## config.mk

```make
export PLATFORM = sky130hd
export DESIGN_NAME = uart_tx_frame_shifter
export DESIGN_NICKNAME = d
export VERILOG_FILES = /design/src/rtl/uart_pkg.sv /design/src/rtl/uart_bit_timer.sv /design/src/rtl/uart_tx_frame_shifter.sv
export SDC_FILE = /design/constraint.sdc
export NUM_CORES = 1
export LEC_CHECK = 0
export ABC_AREA = 0
export CORE_MARGIN = 10
export CORE_UTILIZATION = 40
export DETAILED_ROUTE_END_ITERATION = 7
export SLEW_MARGIN = 20
export SYNTH_ARGS = -nofsm -noshare
export SYNTH_HDL_FRONTEND = slang
export SYNTH_HIERARCHICAL = 1
export SYNTH_SLANG_ARGS = --single-unit
export TNS_END_PERCENT = 50
```

## constraint.sdc

```tcl
create_clock -name clk -period 5.9 [get_ports clk]
set_input_delay 0.885 -clock clk [delete_from_list [all_inputs] [get_ports clk]]
set_output_delay 0.885 -clock clk [all_outputs]
set_load 0.01 [all_outputs]
```

## src/rtl/uart_pkg.sv

```systemverilog
// Shared definitions for the UART transmit path: FSM states, parity polarity
// constants and the parity helper used when a frame is loaded.
package uart_pkg;

    localparam int MAX_DATA_W = 9;

    localparam logic PAR_EVEN = 1'b0;
    localparam logic PAR_ODD  = 1'b1;

    typedef enum logic {
        ST_IDLE,
        ST_SHIFT
    } tx_state_e;

    // Zero-extended data has the same parity as the original word.
    function automatic logic calc_parity(input logic [MAX_DATA_W-1:0] data,
                                         input logic odd);
        logic p;
        p = 1'b0;
        case (odd)
            PAR_EVEN: p = ^data;
            PAR_ODD:  p = ~^data;
            default:  p = ^data;
        endcase
        return p;
    endfunction

endpackage

```

## src/rtl/uart_bit_timer.sv

```systemverilog
// Loadable bit-period down-counter; tick_o marks the last clock of a bit and
// the counter then reloads the divisor captured for the current frame.
module uart_bit_timer #(
    parameter int W = 16
) (
    input  logic         clk,
    input  logic         reset,
    input  logic         load_i,
    input  logic [W-1:0] load_val_i,
    input  logic         en_i,
    input  logic [W-1:0] reload_val_i,
    output logic         tick_o
);

    logic [W-1:0] count_q, count_d;

    assign tick_o = (count_q == '0);

    always_comb begin
        count_d = count_q;
        if (load_i) begin
            count_d = load_val_i;
        end else if (en_i) begin
            count_d = tick_o ? reload_val_i : count_q - W'(1);
        end
    end

    always_ff @(posedge clk) begin
        if (reset) begin
            count_q <= '0;
        end else begin
            count_q <= count_d;
        end
    end

endmodule

```

## src/rtl/uart_tx_frame_shifter.sv

```systemverilog
// Parametrised UART transmit serialiser: accepts a word on valid/ready, builds
// start/data/parity/stop frame and shifts it out LSB first on tx_out.
module uart_tx_frame_shifter
    import uart_pkg::*;
#(
    parameter int DATA_W = 8,
    parameter int DIV_W  = 16
) (
    input  logic              clk,
    input  logic              reset,
    input  logic [DIV_W-1:0]  baud_div,
    input  logic              par_en,
    input  logic              par_odd,
    input  logic              two_stop,
    input  logic [DATA_W-1:0] tx_data,
    input  logic              tx_valid,
    output logic              tx_ready,
    output logic              tx_out,
    output logic              busy,
    output logic              done
);

    localparam int SR_W   = DATA_W + 4;
    localparam int BITS_W = $clog2(SR_W + 1);

    generate
        if (DATA_W < 5 || DATA_W > MAX_DATA_W) begin : g_bad_data_w
            $error("uart_tx_frame_shifter: DATA_W must be within 5..9");
        end
    endgenerate

    tx_state_e         state_q, state_d;
    logic [SR_W-1:0]   sr_q, sr_d;
    logic [BITS_W-1:0] bits_q, bits_d;
    logic [DIV_W-1:0]  div_q, div_d;
    logic              done_q, done_d;

    logic                  timer_load, timer_en, timer_tick;
    logic [MAX_DATA_W-1:0] data_ext;
    logic                  par_bit;

    uart_bit_timer #(.W(DIV_W)) u_bit_timer (
        .clk          (clk),
        .reset        (reset),
        .load_i       (timer_load),
        .load_val_i   (baud_div),
        .en_i         (timer_en),
        .reload_val_i (div_q),
        .tick_o       (timer_tick)
    );

    // Without parity the parity slot carries a 1 and simply acts as a stop bit.
    always_comb begin
        data_ext = '0;
        data_ext[DATA_W-1:0] = tx_data;
        par_bit = par_en ? calc_parity(data_ext, par_odd) : 1'b1;
    end

    always_comb begin
        state_d    = state_q;
        sr_d       = sr_q;
        bits_d     = bits_q;
        div_d      = div_q;
        done_d     = 1'b0;
        timer_load = 1'b0;
        timer_en   = 1'b0;
        case (state_q)
            ST_IDLE: begin
                if (tx_valid) begin
                    sr_d       = {2'b11, par_bit, tx_data, 1'b0};
                    bits_d     = BITS_W'(DATA_W + 2) + BITS_W'(par_en) + BITS_W'(two_stop);
                    div_d      = baud_div;
                    timer_load = 1'b1;
                    state_d    = ST_SHIFT;
                end
            end
            ST_SHIFT: begin
                timer_en = 1'b1;
                if (timer_tick) begin
                    sr_d   = {1'b1, sr_q[SR_W-1:1]};
                    bits_d = bits_q - BITS_W'(1);
                    if (bits_q == BITS_W'(1)) begin
                        state_d = ST_IDLE;
                        done_d  = 1'b1;
                    end
                end
            end
            default: state_d = ST_IDLE;
        endcase
    end

    always_ff @(posedge clk) begin
        if (reset) begin
            state_q <= ST_IDLE;
            sr_q    <= '1;
            bits_q  <= '0;
            div_q   <= '0;
            done_q  <= 1'b0;
        end else begin
            state_q <= state_d;
            sr_q    <= sr_d;
            bits_q  <= bits_d;
            div_q   <= div_d;
            done_q  <= done_d;
        end
    end

    assign tx_out   = sr_q[0];
    assign tx_ready = (state_q == ST_IDLE);
    assign busy     = (state_q == ST_SHIFT);
    assign done     = done_q;

endmodule

```

==> flow_summary.ini <==
[timing]
relSlewSlack = 0.333
rsz0062_at_grt = false
drv_slew = 0
finalClockSkew_ps = 11.2
finalSetupViolCount = 0
worst_slack_ps = 2330
finalCritPeriodShare = 0.605
layout_min_cycle_time_ps = 3570
tightest_slew_ps = 997
fin_tns_setup_ps = 0
fmax_mhz = 280
hold_viol_final = 0

[synthesis]
async_reset_ff_frac = 0
yosys_register_bits = 48
synth_nets = 367
avgSynthCellArea_sq_um = 8.11
ys_seq_area_frac = 0.357
yosys_most_used_dff = dfxtp_1
synth_top_cell_by_area = dfxtp_1
synth-edff-count = 0
ys_warn_count = 6
synthTopCellsByArea = dfxtp_1 (36%), nand2_1 (7.0%), a21oi_1 (6.5%)
synth_top_area_share = 0.357
ys_types = 54
netlist_instances = 332
syn_area_sq_um = 2690

[die]
die-area_sq_um = 10400
rows = 29
start_util = 0.417
die_h_um = 102
coreArea_sq_um = 6460
die_w_um = 102
ios = 34

[cts]
cts_max_level = 2
hold_buffers = 0
cts_sinks = 48
clk_pin_slew_ps = 90
cts-resized-gates = 0
cts_buffers = 5
cts_tree = done
cts_setup_buffers = 0
clk_latency_ps = 310
cts_max_path_buffers = 2
cts-root-buf = clkbuf_8

[run]
max_cap_viol_count = 0

[routing]
antenna_left = 0
viasPerCell = 5.60
drt_first_pass_iters = 4
wl_um = 6650
drtIter0Drc = 123
remaining_drc_errors = 0
avgRoutedWirePerCell_um = 15.4
vias = 2419

[status]
outcome = finished, final reports clean

[worst_hold_path]
min_to = sr_q[0]
hold_path_class = reg2reg
min-delay-start = sr_q[0]
holdPathStages = 2

[place]
hpwlAfterDp_um = 4410
place.gp.congestion = 0.745
port_buffers = 33
dpl_worst_slack_ps = 2000

[finish]
n_antenna_cell = 0
drive_above_1_share = 0.0817
nNetsFinal = 389
layout_common_cells = nand2_1 (50), dfxtp_1 (48), a21oi_1 (35)
final_common_cell = nand2_1
area_delta_synth_final_pct = 15.9

[setup_path]
r2r_start = u_bit_timer/count_q[0]
worstPathArrival_ps = 3800
rr_worst_depth = 9
cp_top_family = simple AND/OR/NAND/NOR gates
rrSetupSlack_ps = 2640
worstPathRequired_ps = 6130
cp_max_fo = 52
cp_slowest_stage_delay_ps = 840
cp_slowest_cell = nor3b_1
cp-start-kind = input pin
critical_path.cell_chain = clkdlybuf4s50_1, nand2b_1, inv_4, nor3b_1, buf_4, o21ai_1, o22ai_1
reg2reg_to = bits_q[3]
worstSetupPathType = in2reg
end_kind = flip-flop
path_buf_inv = 3

[global_routing]
grt_pass1_wl_um = 11300
globalRouteOverflowTotal = 0
grt_pass1_vias = 2349
grt_max_degree = 53
antenna_found_initial = 0
grt_util_all_layers = 0.133

[pwr]
leakagePower_nw = 1.14
power_density_nw_per_um2 = 284
peakVddDrop_uv = 92.9
[final cells by class]
type | instances | area (sq um)
fillers | 650 | 3340
multi-input cells | 253 | 1560
flip-flops and latches | 48 | 961
repair buffers | 37 | 360
well taps | 77 | 96.3
clock buffers | 6 | 72.6
inverters | 9 | 37.5
clock inverters | 2 | 35.0
[Yosys cell counts, types with 2 or more instances]
| library cell | instances |
|---|---|
| and2_1 | 9 |
| a211oi_1 | 12 |
| nor3_1 | 5 |
| ha_1 | 5 |
| nor4_2 | 2 |
| a2bb2oi_1 | 2 |
| clkbuf_1 | 8 |
| a31oi_1 | 2 |
| nor4_1 | 2 |
| o21bai_1 | 8 |
| nand3_1 | 6 |
| buf_6 | 4 |
| o211ai_1 | 4 |
| nor2_1 | 30 |
| o21ai_1 | 16 |
| nor4_4 | 2 |
| nand2b_1 | 2 |
| a21oi_1 | 35 |
| nand2_1 | 50 |
| inv_1 | 6 |
| buf_4 | 2 |
| o22ai_2 | 2 |
| o22ai_1 | 8 |
| xor2_1 | 6 |
| xnor2_1 | 9 |
| o21ai_0 | 4 |
| nor3b_1 | 13 |
| buf_2 | 5 |
| dfxtp_1 | 48 |
[tightest hold or removal path, cell delays in order (launching register included)]
cell,delay (ps)
dfxtp_1,320
nand2_1,50
nand2_1,40
[worst max-delay path by stage]
| stage | depth (start not counted) | slack, ps | from | end |
|---|---|---|---|---|
| after detailed placement | 7 | 2000 | tx_valid | u_bit_timer/count_q[7] |
| after CTS | 7 | 2320 | tx_valid | u_bit_timer/count_q[7] |
| after global routing | 8 | 2010 | tx_valid | u_bit_timer/count_q[12] |
| final | 7 | 2330 | tx_valid | u_bit_timer/count_q[6] |
| after global placement | 8 | 2100 | tx_valid | u_bit_timer/count_q[12] |
| after floorplan | 9 | 3600 | tx_valid | u_bit_timer/count_q[13] |
[report_power, final]
| group | internal, mW | switching [mW] | total (mW) | leakage (nW) |
|---|---|---|---|---|
| logic | 0.122 | 0.145 | 0.267 | 0.686 |
| registers | 0.353 | 0.0301 | 0.383 | 0.395 |
| clock network | 0.126 | 0.112 | 0.238 | 0.0552 |
[metal layers]
metal | track usage | share of wire | vias to the layer above
li1 | - | - | 1213
met1 | 0.172 | 0.47 | 1139
met2 | 0.207 | 0.46 | 60
met3 | 0.0378 | 0.057 | 7
met4 | 0.0434 | 0.014 | 0
met5 | 0 | 0 | -
[flip-flops by register name, summed over array words and instances (netlist names)]
register and flops:
div_q 16, u_bit_timer/count_q 16, done 1, busy 1, bits_q 4, sr_q 10
[per-stage QoR]
stage                     power [mW]  hold WS (ps)  instance area [sq um]  instances  utilization
final                          0.888           441                   3120        432        0.483
after global routing           0.948           465                   3120        432        0.483
after CTS                      0.896           445                   3120        432        0.483
after detailed placement       0.658           431                   3010        424        0.467
after global placement         0.656           427                   3010        424        0.467
after floorplan                0.590           436                   2690        332            -
[cells by family after synthesis]
kind of cell / Yosys count / share of synthesized area
buf+inv: 31 / 0.0646
flops: 48 / 0.357
simple gates: 131 / 0.255
fa+ha+maj: 5 / 0.0232
xor+xnor: 17 / 0.0632
compound gates: 98 / 0.225
mux: 2 / 0.0121
Power figures use the tool's default switching activity.
==> edit 1: new RTL, same settings <==
Change the parameter `DIV_W` from 16 to 24.
--- a/src/rtl/uart_tx_frame_shifter.sv
+++ b/src/rtl/uart_tx_frame_shifter.sv
@@ -5,5 +5,5 @@
 #(
     parameter int DATA_W = 8,
-    parameter int DIV_W  = 16
+    parameter int DIV_W  = 24
 ) (
     input  logic              clk,
Ports: changed (resized baud_div); port bits go from 34 to 42. The function was not compared with the original's and may differ.
==> edit 1 against the original RTL <==
- sequential cell count rose by 16
- register-to-register slack gained 0.32 ns
- non-clock buffer count grew 8
- critical path type is now register to register
- die area is 25% higher
- cell area increased by 34%
- clock skew rose by 0.00069 ns
- total power increased by 35%
- largest cell class unchanged
- wire length is 34% higher
- critical path depth grew 1
- worst setup slack gained 0.62 ns
- critical endpoint is now bits_q[3]$_SDFFE_PP0P_
- synthesized area is 32% higher
- count of clock-buffer cells in the layout rose by 7
==> edit 1: results <==
{
  "crit_path_max_fanout": 19,
  "grt.total_usage_pct": 14.2,
  "grt_max_degree": 68,
  "yosysWarnings": 6,
  "rrSetupSlack_ns": 2.96,
  "dp.cells": 558,
  "synthesis.instances": 435,
  "clk_pin_slew_ns": 0.07,
  "cts_resized": 0,
  "avgViaCountPerCell": 5.55,
  "synth-async-reset-ratio_pct": 0,
  "cp-startpoint": "u_bit_timer/count_q[6]$_SDFFE_PP0P_",
  "min_period_ns": 2.94,
  "place_area_um2": 3940,
  "drt_iter0_drc": 130,
  "postCtsSetupBuffers": 0,
  "nNetsFinal": 504,
  "dr.pass1.iters": 4,
  "dp_hpwl_um": 5780,
  "grt_pass1_vias": 3241,
  "yosysUniqueCellTypes": 58,
  "hold_depth": 2,
  "leakage_nw": 1.50,
  "h-tree-depth": 3,
  "status": "finished, final reports clean",
  "synth.area.top_cells": "dfxtp_1, nand2_1, a21oi_1, xnor2_1, nor2_1",
  "max_slew.worst_pin.slew_ns": 1.02,
  "clk_path_buf_depth": 2,
  "fill_cells": 908,
  "drive_gt1_share_pct": 7.96,
  "antenna_found_initial": 0,
  "root_buffer": "clkbuf_8",
  "ys_seq_area_share_pct": 36.0,
  "wl_per_cell_um": 15.6,
  "peakVddDrop_mv": 0.125,
  "gp_congestion": 0.763,
  "synth_fp_nets": 478,
  "endpoint": "bits_q[3]$_SDFFE_PP0P_",
  "cts_buffers": 9,
  "top_regs": "div_q (24), u_bit_timer/count_q (24), sr_q (10)",
  "worstPathArrival_ns": 3.14,
  "fin_cells": 573,
  "reg2reg_depth": 8,
  "dp_worst_setup_slack_ns": 2.44,
  "yosys-top-cells-count": "nand2_1, dfxtp_1, a21oi_1, nor2_1, o21ai_0",
  "clk_latency_ns": 0.34,
  "portBuffers": 41,
  "fin_skew_ns": 0.0119,
  "min_delay_worst_endpoint": "sr_q[0]$_SDFFE_PP1P_",
  "whs_ns": 0.443,
  "grt_pass1_wl_um": 15600
}
## edit 1: cell types whose count changed in the layout (fill, tap and decap cells not counted), sizes merged, moves of 5 or more
| cell | unedited run | this run |
|---|---|---|
| a2111oi | 0 | 5 |
| a21oi | 35 | 45 |
| a31oi | 2 | 10 |
| clkbuf | 6 | 13 |
| clkdlybuf4s50 | 33 | 40 |
| dfxtp | 48 | 64 |
| nand2 | 51 | 68 |
| nor3 | 6 | 17 |
| xnor2 | 10 | 17 |
## edit 1: cell families (layout without fill, tap and decap cells)
logic type	count (synthesis)	in the layout	synth area share [%]
xor+xnor	21	21	5.77
fa+ha+maj	5	5	1.76
mux	6	6	1.69
buf+inv	39	69	6.43
compound gates	125	125	22.1
simple gates	175	175	26.3
flops	64	64	36.0
## edit 1: where the power goes
part	total [W]	switching [W]	leakage, nW	internal [W]
registers	0.000498	0.0000340	0.527	0.000464
logic	0.000255	0.000138	0.853	0.000117
clock network	0.000450	0.000168	0.122	0.000282
total	0.00120	0.000339	1.50	0.000864
## edit 1: routing by layer
layer  wire (µm)  GRT usage [%]  up-vias
li1            -              -     1608
met1        4250           17.8     1507
met2        4210           23.5       59
met3         390           3.30        7
met4          80           4.34        0
met5           0              0        -
## edit 1: layout make-up
class | count | area (µm²) | area share, %
multi-input combinational | 332 | 2050 | 49.1
sequential | 64 | 1280 | 30.6
timing repair buffer | 45 | 435 | 10.4
clock buffer | 13 | 179 | 4.28
tap | 108 | 135 | 3.23
clock inverter | 2 | 60.1 | 1.44
inverter | 9 | 38.8 | 0.928
## edit 1: worst max-delay path, stage by stage (launching register included)
cell      delay [ns]
dfxtp_1         0.38
nor4_4          0.40
nand4b_1        0.41
or3_1           0.56
inv_6           0.17
mux2i_1         0.34
nor4_2          0.29
xnor2_1         0.15
a21oi_1         0.08
==> edit 2: new RTL, same settings <==
Made on the original files. Register the input `baud_div` before use, without a reset. The logic sees it one clock later. The other inputs are not delayed to match.
--- a/src/rtl/uart_tx_frame_shifter.sv
+++ b/src/rtl/uart_tx_frame_shifter.sv
@@ -24,4 +24,10 @@
     localparam int BITS_W = $clog2(SR_W + 1);
 
+    logic [DIV_W-1:0] baud_div_q;
+
+    always_ff @(posedge clk) begin
+        baud_div_q <= baud_div;
+    end
+
     generate
         if (DATA_W < 5 || DATA_W > MAX_DATA_W) begin : g_bad_data_w
@@ -44,5 +50,5 @@
         .reset        (reset),
         .load_i       (timer_load),
-        .load_val_i   (baud_div),
+        .load_val_i   (baud_div_q),
         .en_i         (timer_en),
         .reload_val_i (div_q),
@@ -70,5 +76,5 @@
                     sr_d       = {2'b11, par_bit, tx_data, 1'b0};
                     bits_d     = BITS_W'(DATA_W + 2) + BITS_W'(par_en) + BITS_W'(two_stop);
-                    div_d      = baud_div;
+                    div_d      = baud_div_q;
                     timer_load = 1'b1;
                     state_d    = ST_SHIFT;
Formal check against the unedited RTL: not equivalent (a bounded check fails within 4 cycles, from zero or initial values and one cycle with reset high).
==> edit 2 against the original RTL <==
- count of clock-buffer cells in the layout increased by 8
- cell area increased by 14%
- largest power group unchanged
- cell count increased by 11%
- sequential cell count increased by 16
- total power increased by 27%
- global-route usage decreased by 0.93 points
- synthesized area increased by 12%
- sequential power increased by 31%
- worst setup slack got worse by 0.13 ns
- wire length increased by 1.7%
- critical endpoint is now u_bit_timer/count_q[14]$_SDFFE_PP0P_
- clock power increased by 55%
==> edit 2: results <==
{
  "synthAdderAreaFrac_pct": 2.08,
  "wl_met1_um": 3230,
  "route.met2.wl_um": 3170,
  "ys_seq_area_share_pct": 42.5,
  "synth_fp_nets": 383,
  "use_met1_pct": 15.0,
  "worstPathArrival_ns": 3.98,
  "rrSetupSlack_ns": 2.48,
  "leakage_nw": 1.32,
  "cts_buffers": 9,
  "top_regs": "baud_div_q (16), div_q (16), u_bit_timer/count_q (16)",
  "rr_endpoint": "u_bit_timer/count_q[14]$_SDFFE_PP0P_",
  "whs_ns": 0.443,
  "clock_area_share_pct": 5.69,
  "grt_pass1_vias": 2484,
  "peakVddDrop_mv": 0.123,
  "clk_pin_slew_ns": 0.07,
  "synthMuxAreaShare_pct": 1.08,
  "clock_buffers": 14,
  "yosys-top-cells-count": "dfxtp_1, nand2_1, a21oi_1, nor2_1, o21ai_1",
  "synth.area.top_cells": "dfxtp_1, nand2_1, a21oi_1, nor2_1, nor3b_1",
  "cp-startpoint": "tx_valid",
  "slowest_delay_ns": 0.92,
  "grt.total_usage_pct": 12.4,
  "gp_congestion": 0.851,
  "synth_xor_area_share_pct": 5.65,
  "final-nonclk-buf-share_pct": 10.1,
  "use_met2_pct": 20.0,
  "clk_latency_ns": 0.33,
  "nNetsFinal": 409,
  "reg2reg_depth": 8,
  "dp_hpwl_um": 4450,
  "synth_compound_area_share_pct": 20.1,
  "wl_met3_um": 269,
  "wl_um": 6760,
  "fin_skew_ns": 0.00757,
  "synth_most_common_cell": "dfxtp_1",
  "multi_input_area_share_pct": 43.7,
  "grt_use_met3_pct": 4.01,
  "r2r_start": "busy$_SDFF_PP0_",
  "fill_cells": 777,
  "h-tree-depth": 3,
  "drt_iter0_drc": 119,
  "grt_pass1_wl_um": 11700,
  "min_delay_worst_endpoint": "sr_q[0]$_SDFFE_PP1P_",
  "cts_sinks": 64,
  "crit_path_max_fanout": 52,
  "status": "finished, final reports clean",
  "avgViaCountPerCell": 5.13,
  "sh_seq_area_pct": 35.9,
  "slew_headroom_pct": 33.3,
  "drive_gt1_share_pct": 10.0
}
## edit 2: cell count changes after synthesis, sizes merged
cell,before,now
dfxtp,48,64
## edit 2: metrics by stage
stage | cells | instance area, µm² | setup slack [ns]
4_1_cts | 478 | 3560 | 2.18
3_3_place_gp | 462 | 3360 | 1.87
2_1_floorplan | 348 | 3010 | 3.60
6_report | 478 | 3560 | 2.20
3_5_place_dp | 462 | 3360 | 1.83
5_1_grt | 478 | 3560 | 1.88
## edit 2: kinds of logic (layout without fill, tap and decap cells)
| logic type | after synthesis | after routing |
|---|---|---|
| AOI/OAI and AO/OA | 98 | 98 |
| and+or+nand+nor | 131 | 131 |
| buffers and inverters | 31 | 62 |
| adders and majority gates | 5 | 5 |
| DFF | 64 | 64 |
| muxes | 2 | 2 |
| xor gates and xnor gates | 17 | 17 |
## edit 2: report_power, final
group	switching [W]	leakage, nW	internal, W
Sequential	0.0000341	0.530	0.000468
Clock	0.000160	0.108	0.000209
Combinational	0.000139	0.685	0.000121
